===== config.mk =====
export PLATFORM = sky130hd
export DESIGN_NAME = mem_port_arbiter
export DESIGN_NICKNAME = d
export VERILOG_FILES = /design/src/rtl/mem_port_arbiter.sv
export SDC_FILE = /design/constraint.sdc
export NUM_CORES = 1
export LEC_CHECK = 0
export BUFFER_PORTS_ARGS = -buffer_cell sky130_fd_sc_hd__buf_2
export CAP_MARGIN = 20
export CORE_MARGIN = 2
export CORE_UTILIZATION = 50
export DETAILED_ROUTE_END_ITERATION = 16
export PLACE_DENSITY = 0.85
export SYNTH_ARGS = -nofsm -noshare
export SYNTH_HDL_FRONTEND = slang
export SYNTH_SLANG_ARGS = --single-unit

===== constraint.sdc =====
create_clock -name clk -period 4.4 [get_ports clk]
set_input_delay 0.66 -clock clk [delete_from_list [all_inputs] [get_ports clk]]
set_output_delay 0.66 -clock clk [all_outputs]
set_load 0.005 [all_outputs]

===== src/rtl/mem_port_arbiter.sv =====
// Round-robin arbiter and sequencer sharing one single-port memory between
// instruction fetch, data load/store and the host/debug port.
module mem_port_arbiter #(
    parameter int unsigned AW     = 8,
    parameter int unsigned DW     = 16,
    parameter int unsigned RD_LAT = 1
) (
    input  logic          clk,
    input  logic          Rst,
    input  logic          if_req,
    input  logic [AW-1:0] if_addr,
    output logic          if_ack,
    input  logic          d_req,
    input  logic          d_we,
    input  logic [AW-1:0] d_addr,
    input  logic [DW-1:0] d_wdata,
    output logic          d_ack,
    input  logic          h_req,
    input  logic          h_we,
    input  logic [AW-1:0] h_addr,
    input  logic [DW-1:0] h_wdata,
    output logic          h_ack,
    output logic [DW-1:0] rdata,
    output logic          mem_en,
    output logic          mem_we,
    output logic [AW-1:0] mem_addr,
    output logic [DW-1:0] mem_wdata,
    input  logic [DW-1:0] mem_rdata,
    output logic          busy,
    output logic [1:0]    gnt_id
);

    localparam int unsigned CW   = 2;
    localparam int unsigned NREQ = 3;

    typedef enum logic [1:0] {
        S_IDLE  = 2'd0,
        S_ISSUE = 2'd1,
        S_WAIT  = 2'd2,
        S_DONE  = 2'd3
    } state_t;

    state_t          r_state;
    logic [1:0]      r_last;
    logic [1:0]      r_id;
    logic [NREQ-1:0] r_mask;
    logic [CW-1:0]   r_cnt;

    logic [NREQ-1:0] w_act;
    logic            w_any;
    logic [1:0]      w_win;
    logic            w_we;
    logic [AW-1:0]   w_addr;
    logic [DW-1:0]   w_wdata;

    // Round-robin pick starting one past the last grant; the masked id sits out.
    always_comb begin
        w_act = {h_req, d_req, if_req} & ~r_mask;
        w_any = |w_act;
        w_win = 2'd0;
        case (r_last)
            2'd0: begin
                if (w_act[1])      w_win = 2'd1;
                else if (w_act[2]) w_win = 2'd2;
                else               w_win = 2'd0;
            end
            2'd1: begin
                if (w_act[2])      w_win = 2'd2;
                else if (w_act[0]) w_win = 2'd0;
                else               w_win = 2'd1;
            end
            default: begin
                if (w_act[0])      w_win = 2'd0;
                else if (w_act[1]) w_win = 2'd1;
                else               w_win = 2'd2;
            end
        endcase
    end

    // Winner's request payload; fetch is always a read.
    always_comb begin
        w_we    = 1'b0;
        w_addr  = if_addr;
        w_wdata = '0;
        case (w_win)
            2'd0: begin
                w_we    = 1'b0;
                w_addr  = if_addr;
                w_wdata = '0;
            end
            2'd1: begin
                w_we    = d_we;
                w_addr  = d_addr;
                w_wdata = d_wdata;
            end
            default: begin
                w_we    = h_we;
                w_addr  = h_addr;
                w_wdata = h_wdata;
            end
        endcase
    end

    // mem_addr/mem_wdata/mem_we double as the latched copy of the granted request.
    always_ff @(posedge clk or posedge Rst) begin
        if (Rst) begin
            r_state   <= S_IDLE;
            r_last    <= 2'd2;
            r_id      <= 2'd0;
            r_mask    <= '0;
            r_cnt     <= '0;
            if_ack    <= 1'b0;
            d_ack     <= 1'b0;
            h_ack     <= 1'b0;
            rdata     <= '0;
            mem_en    <= 1'b0;
            mem_we    <= 1'b0;
            mem_addr  <= '0;
            mem_wdata <= '0;
            busy      <= 1'b0;
            gnt_id    <= 2'd0;
        end else begin
            case (r_state)
                S_IDLE: begin
                    r_mask <= '0;
                    if (w_any) begin
                        r_state   <= S_ISSUE;
                        r_id      <= w_win;
                        r_last    <= w_win;
                        gnt_id    <= w_win;
                        busy      <= 1'b1;
                        mem_en    <= 1'b1;
                        mem_we    <= w_we;
                        mem_addr  <= w_addr;
                        mem_wdata <= w_wdata;
                    end
                end
                S_ISSUE: begin
                    mem_en <= 1'b0;
                    mem_we <= 1'b0;
                    if (mem_we) begin
                        r_state <= S_DONE;
                        if_ack  <= (r_id == 2'd0);
                        d_ack   <= (r_id == 2'd1);
                        h_ack   <= (r_id == 2'd2);
                    end else begin
                        r_state <= S_WAIT;
                        r_cnt   <= CW'(RD_LAT - 1);
                    end
                end
                S_WAIT: begin
                    if (r_cnt != '0) begin
                        r_cnt <= r_cnt - CW'(1);
                    end else begin
                        rdata   <= mem_rdata;
                        r_state <= S_DONE;
                        if_ack  <= (r_id == 2'd0);
                        d_ack   <= (r_id == 2'd1);
                        h_ack   <= (r_id == 2'd2);
                    end
                end
                S_DONE: begin
                    // Requester drops req on this edge; mask covers the lingering cycle.
                    if_ack  <= 1'b0;
                    d_ack   <= 1'b0;
                    h_ack   <= 1'b0;
                    busy    <= 1'b0;
                    r_mask  <= NREQ'(3'b001 << r_id);
                    r_state <= S_IDLE;
                end
                default: r_state <= S_IDLE;
            endcase
        end
    end

endmodule


==> impl_metrics.py, run 1 <==
metrics = {
    "sta": {
        "skew_ns": 0.0112,
        "rsz_0062_raised_after_global_routing": "false",
        "max_slew.worst_pin.slew_ns": 1.04,
        "clock.fmax_mhz": 421,
        "setup_viol_count_final": 0,
        "timing.slew.headroom_pct": 30.2,
        "min_period_ns": 2.37,
        "period_utilization_post_route_pct": 54.0,
        "timing.final.hold_violations": 0,
        "maxSlewViolCount": 0,
        "tns_ns": 0,
    },
    "die": {
        "chipWidth_microns": 77.4,
        "floorplan.rows": 26,
        "die_height_microns": 77.4,
        "placeableCoreArea_sq_um": 5140,
        "full_die_area_sq_um": 5990,
        "initial_core_utilization_pct": 52.4,
        "ioPinCount": 127,
    },
    "logic_synthesis": {
        "dominant_combinational_cell_family_by_area_after_synthesis": "compound AO/OA/AOI/OAI gates",
        "synthAdderAreaFrac_pct": 2.79,
        "synth_xor_area_share_pct": 0,
        "syn_area_per_cell_sq_um": 11.5,
        "share_of_the_synthesized_area_in_compound_gates_ao_oa_aoi_oai_pct": 17.6,
        "yosys.area.top_type_share_pct": 51.1,
        "synth_fp_nets": 320,
        "yosys.area_share.simple_pct": 14.4,
        "syn_area_sq_um": 2690,
        "synth.ff_latch_count": 56,
        "synth_mux_area_share_pct": 8.32,
        "syn_inst": 235,
        "yosysWarningCount": 0,
        "post_synth_main_area_contributors": "dfrtp_1 (51%), mux2_2 (7.9%), a221o_1 (6.0%)",
        "yosysSeqAreaShare_pct": 52.1,
        "yosysTopAreaCell": "dfrtp_1",
        "yosys.cell_types.count": 42,
    },
    "global_route": {
        "grt_pass1_vias": 2225,
        "grt_pass1_wl_microns": 10400,
        "grt.total_usage_pct": 21.6,
        "grt_antenna_before_repair": 0,
        "grt_max_degree": 57,
        "grt-ovfl-total": 0,
    },
    "setup_path": {
        "critPathKind": "flip-flop to flip-flop",
        "sort_of_element_at_the_start_of_the_critical_path": "flip-flop",
        "crit_fanout": 29,
        "worstPathArrival_ns": 2.61,
        "required_ns": 4.64,
        "worstSetupEndpointType": "flip-flop",
    },
    "clocking": {
        "cts_setup_buffers": 0,
        "quantity_of_hold_fixing_buffers_added_after_cts": 0,
        "clockRootBuffer": "clkbuf_8",
        "cts.repair.resized": 0,
        "tritoncts.num_buffers": 5,
        "cts_max_level": 2,
        "clkSlewWorstSetupHoldPaths_ns": 0.10,
        "tritoncts": "yes",
        "clk_path_buf_depth": 2,
        "tritoncts_num_sinks": 56,
        "clock_insertion_delay_at_the_later_pin_of_the_skew_report_ns": 0.31,
    },
    "route": {
        "detail_route.wirelength_microns": 6510,
        "drt-pass1-iter-count": 4,
        "drt-initial-drc-count": 83,
        "route.detailed.vias_per_inst": 5.53,
        "vias": 2344,
        "antenna_left": 0,
        "drc": 0,
        "routed_wl_per_cell_microns": 15.4,
    },
    "cells_and_area": {
        "finish.instance_area_sq_um": 3440,
        "final_common_cell": "buf_2",
        "design.final.nets": 438,
        "insertedDiodeCount": 0,
        "area.growth.synth_to_final_pct": 27.8,
        "drive_gt1_share_pct": 46.9,
        "layout_common_cells": "buf_2 (126), dfrtp_1 (55), mux2_2 (19), nand2_1 (19), and3_1 (17)",
    },
    "run_status": {
        "outcome": "completed",
    },
    "power": {
        "power_density_normalized_to_cell_area_nw_per_um2": 664,
        "total_leakage_power_nw": 1.77,
        "ir_drop_mv": 0.380,
    },
    "place": {
        "hpwl_microns": 4830,
        "placedInstanceArea_sq_um": 3320,
        "port_buf_inserts": 126,
        "gp_routability_congestion": 0.788,
    },
    "min_path": {
        "min_path_type": "flip-flop to flip-flop",
    },
    "job": {
        "cap_viol_max_count": 0,
    },
}
## power by group
| part | internal (mW) | switching, mW |
|---|---|---|
| sequential | 0.749 | 0.162 |
| combinational | 0.516 | 0.503 |
| clock | 0.186 | 0.167 |
## worst paths after layout
kind / from / slack (ns) / endpoint / cells after the start
max: r_state[0] / 2.03 / mem_wdata[14] / 5
min: rdata[9] / 0.51 / rdata[9] / 1
max reg2reg: r_state[0] / 2.03 / mem_wdata[14] / 5
min reg2reg: rdata[9] / 0.51 / rdata[9] / 1
max in group asynchronous: Rst / 3.41 / mem_wdata[14] / 3
min in group asynchronous: Rst / 0.53 / mem_en / 3
## worst max-delay path, cell delays in order (launching register included)
cell      delay, ns
dfrtp_1        0.45
inv_1          0.13
ha_1           0.26
a21boi_2       0.83
and2_4         0.43
a221o_1        0.19
## flip-flops by register name (all words and copies together), names as in the netlist
signal,cells
mem_wdata,16
rdata,16
mem_addr,8
r_mask,3
r_cnt,2
r_last,2
r_state,2
busy,1
d_ack,1
h_ack,1
if_ack,1
mem_en,1
mem_we,1
r_id,1
## stage by stage
stage | power, mW | utilization, % | std cells | setup WS, ns | hold WS (ns)
floorplan | 1.60 | - | 235 | 2.37 | 0.444
finish | 2.28 | 66.9 | 424 | 2.03 | 0.510
global placement | 1.91 | 64.6 | 416 | 1.95 | 0.482
CTS | 2.30 | 66.9 | 424 | 2.02 | 0.509
detailed placement | 1.95 | 64.6 | 416 | 1.83 | 0.483
global route | 2.45 | 66.9 | 424 | 1.86 | 0.521
## synthesized netlist by cell type (all sizes together)
cell    instances
dfrtp          55
mux2           19
nand2          19
and3           17
a221o          16
nor2           16
buf            14
a21oi          11
a221oi          8
o21ai           8
inv             7
ha              6
nor2b           4
nand3           3
nor3            3
nor3b           3
a21o            2
a31oi           2
clkbuf          2
nand2b          2
nand3b          2
o21a            2
o31ai           2
a211oi          1
a21bo           1
a21boi          1
a22oi           1
and2            1
dfstp           1
mux2i           1
o221ai          1
o22a            1
o22ai           1
o41ai           1
or2             1
## cells by family (layout without fill, tap and decap cells)
logic type               count (synthesis)  count (layout)
buffers and inverters                   23             142
adder cells (fa/ha/maj)                  6               6
multiplexers                            20              20
AO/OA/AOI/OAI                           59              59
AND/OR/NAND/NOR                         71              71
flip-flops                              56              56
## routing by layer
layer | GRT usage [%] | vias to the layer above | wire length [microns]
met5 | 0 | - | 0
met4 | 4.82 | 0 | 21
met3 | 4.19 | 2 | 449
met2 | 37.2 | 113 | 3100
met1 | 28.4 | 1132 | 2950
li1 | - | 1097 | -
## final cells by class
class	instances	area (sq um)
tap	70	87.6
clock inverter	2	38.8
fill	433	1700
clock buffer	6	82.6
inverter	7	26.3
sequential	56	1400
timing repair buffer	127	638
multi-input combinational	156	1160
No activity file was read; power rests on OpenSTA's default activity.
==> run 2, diff against run 1 <==
--- a/config.mk
+++ b/config.mk
@@ -8,9 +8,9 @@
 export BUFFER_PORTS_ARGS = -buffer_cell sky130_fd_sc_hd__buf_2
 export CAP_MARGIN = 20
 export CORE_MARGIN = 2
-export CORE_UTILIZATION = 50
+export CORE_UTILIZATION = 42
 export DETAILED_ROUTE_END_ITERATION = 16
-export PLACE_DENSITY = 0.85
+export PLACE_DENSITY = 0.76
 export SYNTH_ARGS = -nofsm -noshare
 export SYNTH_HDL_FRONTEND = slang
 export SYNTH_SLANG_ARGS = --single-unit
==> constraint.sdc (replaced) <==
create_clock -name clk -period 2.1 [get_ports clk]
set_input_delay 0.315 -clock clk [delete_from_list [all_inputs] [get_ports clk]]
set_output_delay 0.315 -clock clk [all_outputs]
set_load 0.005 [all_outputs]
==> run 2 against run 1 <==
Die area is 18% higher. Cell count up 3.1%. Utilization decreased by 10 points. Final area up 3.0%. Hold slack got worse by 0.40 ns. Highest routed layer unchanged.
==> impl_metrics.py, run 2 (synthesized netlist as in run 1, its figures left out) <==
metrics = {
    "run_status": {
        "outcome": "completed",
    },
    "sta": {
        "skew_ns": 0.00537,
        "timing.slew.headroom_pct": 50.4,
        "timing.final.hold_violations": 0,
        "layout_setup_ws_ns": 0.157,
        "setup_viol_count_final": 0,
        "period_utilization_post_route_pct": 92.5,
        "maxSlewViolCount": 0,
        "clock.fmax_mhz": 515,
        "max_slew.worst_pin.slew_ns": 0.745,
        "finalHoldWorstSlack_ns": 0.107,
        "min_period_ns": 1.94,
        "tns_ns": 0,
        "rsz_0062_raised_after_global_routing": "false",
    },
    "route": {
        "routed_wl_per_cell_microns": 15.0,
        "drt-pass1-iter-count": 5,
        "antenna_left": 0,
        "drc": 0,
        "vias": 2275,
        "detail_route.wirelength_microns": 6550,
        "drt-initial-drc-count": 108,
        "route.detailed.vias_per_inst": 5.21,
    },
    "global_route": {
        "grt.total_usage_pct": 19.1,
        "grt_max_degree": 32,
        "grt_pass1_wl_microns": 10900,
        "grt-ovfl-total": 0,
        "grt_pass1_vias": 2253,
        "grt_antenna_before_repair": 0,
    },
    "clocking": {
        "cts.repair.resized": 0,
        "tritoncts_num_sinks": 56,
        "clkSlewWorstSetupHoldPaths_ns": 0.10,
        "cts_setup_buffers": 0,
        "clock_insertion_delay_at_the_later_pin_of_the_skew_report_ns": 0.31,
        "clockRootBuffer": "clkbuf_8",
        "quantity_of_hold_fixing_buffers_added_after_cts": 0,
        "tritoncts.num_buffers": 5,
        "tritoncts": "yes",
        "cts_max_level": 2,
        "clk_path_buf_depth": 2,
    },
    "setup_path": {
        "number_of_cells_traversed_by_the_worst_register_to_register_path": 5,
        "critical_path.startpoint": "r_state[0]",
        "sort_of_element_at_the_start_of_the_critical_path": "flip-flop",
        "worstPathArrival_ns": 2.14,
        "crit_fanout": 7,
        "required_ns": 2.30,
        "critPathKind": "flip-flop to flip-flop",
        "worstSetupEndpointType": "flip-flop",
        "timing.rr.start": "r_state[0]",
        "regToRegEndpoint": "if_ack",
        "worst-r2r-setup-slack_ns": 0.16,
    },
    "place": {
        "port_buf_inserts": 126,
        "hpwl_microns": 4890,
        "pre_cts_slack_ns": 0.163,
        "placedInstanceArea_sq_um": 3390,
        "gp_routability_congestion": 0.774,
    },
    "cells_and_area": {
        "drive_gt1_share_pct": 47.8,
        "area.growth.synth_to_final_pct": 31.7,
        "layout_common_cells": "buf_2 (126), dfrtp_1 (55), mux2_2 (19), nand2_1 (19), and3_1 (17)",
        "biggestRegsByFlops": "mem_wdata x16, rdata x16, mem_addr x8",
        "insertedDiodeCount": 0,
        "multiInputGateArea_sq_um": 1160,
        "finish.instance_area_sq_um": 3540,
        "design.final.nets": 444,
        "final_common_cell": "buf_2",
        "filler_cell_count": 560,
        "seqCellArea_sq_um": 1400,
        "final_core_util_pct": 56.5,
    },
    "min_path": {
        "min_path_type": "input port to asynchronous set/reset pin",
    },
    "die": {
        "ioPinCount": 127,
        "placeableCoreArea_sq_um": 6280,
        "initial_core_utilization_pct": 42.9,
        "die_height_microns": 84.1,
        "chipWidth_microns": 84.1,
        "full_die_area_sq_um": 7060,
        "floorplan.rows": 29,
    },
    "power": {
        "ir_drop_mv": 0.678,
        "power_density_normalized_to_cell_area_nw_per_um2": 1430,
        "total_leakage_power_nw": 1.82,
    },
    "job": {
        "cap_viol_max_count": 0,
    },
}
-- run 2: per-layer routing --
metal  vias up  GRT usage, %  share of wire (%)
met5         -             0                  0
met1      1049          26.5                 47
met2       111          30.7                 45
met3         6          4.35                7.7
met4         0          3.96               0.90
li1       1109             -                  -
-- run 2: per-stage QoR --
stage,power [mW],cells
final,5.08,437
after global routing,5.47,437
after CTS,5.14,437
after detailed placement,4.17,429
after global placement,4.09,429
after floorplan,3.36,235
-- run 2: worst max-delay path by stage --
stage          endpoint  slack, ns  depth (start not counted)
3_5_place_dp     if_ack       0.16                          5
5_1_grt          if_ack       0.03                          5
6_report         if_ack       0.16                          5
3_3_place_gp     if_ack       0.18                          5
4_1_cts          if_ack       0.14                          5
2_1_floorplan     h_ack       0.29                          6
-- run 2: worst max-delay path, stage by stage (launching register included) --
cell and delay [ns]:
dfrtp_1 0.45, inv_1 0.11, ha_1 0.30, nor2b_1 0.19
nor3_1 0.41, mux2_2 0.39
-- run 2: power breakdown --
group | internal (mW) | switching (mW) | leakage, nW
registers | 1.57 | 0.300 | 0.688
logic | 1.15 | 1.12 | 1.05
clock network | 0.596 | 0.346 | 0.0784
-- run 2: area by class of cell --
type	instances	area share [%]
multi-input combinational	156	32.9
clock buffer	5	1.94
inverter	7	0.741
clock inverter	3	2.54
timing repair buffer	133	19.6
tap	77	2.72
sequential	56	39.6
==> run 3, diff against run 2 <==
--- a/config.mk
+++ b/config.mk
@@ -7,6 +7,7 @@
 export LEC_CHECK = 0
 export BUFFER_PORTS_ARGS = -buffer_cell sky130_fd_sc_hd__buf_2
 export CAP_MARGIN = 20
+export CORE_ASPECT_RATIO = 1.75
 export CORE_MARGIN = 2
 export CORE_UTILIZATION = 42
 export DETAILED_ROUTE_END_ITERATION = 16
==> run 3 against run 2 <==
Hold slack better by 0.11 ns. Critical path type unchanged. Global-route usage is 0.67 points higher. Highest routed layer unchanged. Clock-buffer cell count stayed put. Worst setup slack better by 0.016 ns. Largest cell class unchanged. Sequential share of layout area is 0.35 points higher. Clock power is 25% lower.
==> impl_metrics.py, run 3 (synthesized netlist as in run 1, its figures left out) <==
metrics = {
    "clocking": {
        "clk_path_buf_depth": 2,
        "cts.repair.resized": 0,
        "clkSlewWorstSetupHoldPaths_ns": 0.10,
        "quantity_of_hold_fixing_buffers_added_after_cts": 1,
        "tritoncts": "yes",
        "cts_max_level": 2,
        "tritoncts.num_buffers": 5,
        "tritoncts_num_sinks": 56,
        "clock_insertion_delay_at_the_later_pin_of_the_skew_report_ns": 0.31,
        "cts_setup_buffers": 0,
        "clockRootBuffer": "clkbuf_8",
    },
    "sta": {
        "timing.slew.headroom_pct": 51.7,
        "tns_ns": 0,
        "max_slew.worst_pin.slew_ns": 0.725,
        "min_period_ns": 1.93,
        "clock.fmax_mhz": 519,
        "finalHoldWorstSlack_ns": 0.221,
        "layout_setup_ws_ns": 0.173,
        "rsz_0062_raised_after_global_routing": "false",
        "setup_viol_count_final": 0,
        "skew_ns": 0.00812,
        "maxSlewViolCount": 0,
        "timing.final.hold_violations": 0,
        "period_utilization_post_route_pct": 91.8,
    },
    "global_route": {
        "grt_max_degree": 27,
        "grt_pass1_vias": 2312,
        "grt-ovfl-total": 0,
        "grt_pass1_wl_microns": 10700,
        "grt.total_usage_pct": 19.7,
        "grt_antenna_before_repair": 0,
    },
    "power": {
        "ir_drop_mv": 0.699,
        "total_leakage_power_nw": 1.81,
        "power_density_normalized_to_cell_area_nw_per_um2": 1370,
        "design_power_total_mw": 4.82,
    },
    "setup_path": {
        "timing.critical_path.slowest_cell_delay_ns": 0.44,
        "required_ns": 2.31,
        "worstSetupEndpointType": "flip-flop",
        "critPathKind": "flip-flop to flip-flop",
        "worst_path_dominant_cell_family": "simple AND/OR/NAND/NOR gates",
        "crit_fanout": 7,
        "cp_num_buf_inv": 1,
        "worst-r2r-setup-slack_ns": 0.17,
        "worst_path_slowest_cell": "dfrtp_1",
        "sort_of_element_at_the_start_of_the_critical_path": "flip-flop",
        "worstPathArrival_ns": 2.14,
        "crit_chain": "inv_1, ha_1, nor2b_1, nor3_1, mux2_2",
    },
    "die": {
        "die_height_microns": 110,
        "ioPinCount": 127,
        "initial_core_utilization_pct": 43.5,
        "chipWidth_microns": 64.5,
        "floorplan.rows": 38,
        "full_die_area_sq_um": 7090,
        "placeableCoreArea_sq_um": 6180,
    },
    "place": {
        "port_buf_inserts": 126,
        "placed_instances": 434,
        "hpwl_microns": 5000,
        "gp_routability_congestion": 0.807,
        "placedInstanceArea_sq_um": 3390,
        "pre_cts_slack_ns": 0.165,
    },
    "route": {
        "met3_wirelength_microns": 370,
        "drc": 0,
        "met2_wire_length_microns": 3530,
        "detail_route.wirelength.met1_microns": 2540,
        "drt-pass1-iter-count": 4,
        "route.detailed.vias_per_inst": 5.26,
        "antenna_left": 0,
        "dr.max_layer_used": "met4",
        "vias": 2328,
        "detail_route.wirelength_microns": 6590,
        "routed_wl_per_cell_microns": 14.9,
        "drt-initial-drc-count": 92,
    },
    "cells_and_area": {
        "final_core_util_pct": 56.8,
        "layout_common_cells": "buf_2 (126), dfrtp_1 (55), mux2_2 (19), nand2_1 (19), and3_1 (17)",
        "area.growth.synth_to_final_pct": 30.5,
        "design.final.nets": 447,
        "final_non_filler_cell_total": 443,
        "final_common_cell": "buf_2",
        "finish.instance_area_sq_um": 3510,
        "biggestRegsByFlops": "mem_wdata x16, rdata x16, mem_addr x8",
        "drive_gt1_share_pct": 47.9,
        "insertedDiodeCount": 0,
    },
    "job": {
        "cap_viol_max_count": 0,
    },
    "run_status": {
        "outcome": "completed",
    },
    "min_path": {
        "min_path_type": "input port to flip-flop",
    },
}
run 3: power by group:
part	internal, mW	switching, mW
registers	1.57	0.292
clock network	0.353	0.357
logic	1.16	1.09
total	3.08	1.74
run 3: cell type report:
class	count	area [sq um]
Tap cell	80	100
Multi-Input combinational cell	156	1160
Clock inverter	3	42.5
Inverter	7	26.3
Clock buffer	5	68.8
Fill cell	550	2670
Timing Repair Buffer	136	708
Sequential cell	56	1400
run 3: per-layer routing:
| layer | up-vias | GRT usage, % |
|---|---|---|
| met1 | 1113 | 21.8 |
| met5 | - | 0 |
| met4 | 0 | 7.90 |
| li1 | 1113 | - |
| met2 | 93 | 36.7 |
| met3 | 9 | 3.79 |
run 3: worst register-to-register path: stages (launching register included):
cell     delay [ns]
dfrtp_1        0.44
inv_1          0.11
ha_1           0.30
nor2b_1        0.19
nor3_1         0.39
mux2_2         0.39
run 3: final timing paths:
path,cells after the start,to,from
max,5,if_ack,r_state[0]
min,2,rdata[7],mem_rdata[7]
max reg2reg,5,if_ack,r_state[0]
min reg2reg,2,r_mask[2],r_mask[2]
max in group asynchronous,4,rdata[12],Rst
min in group asynchronous,3,mem_wdata[0],Rst
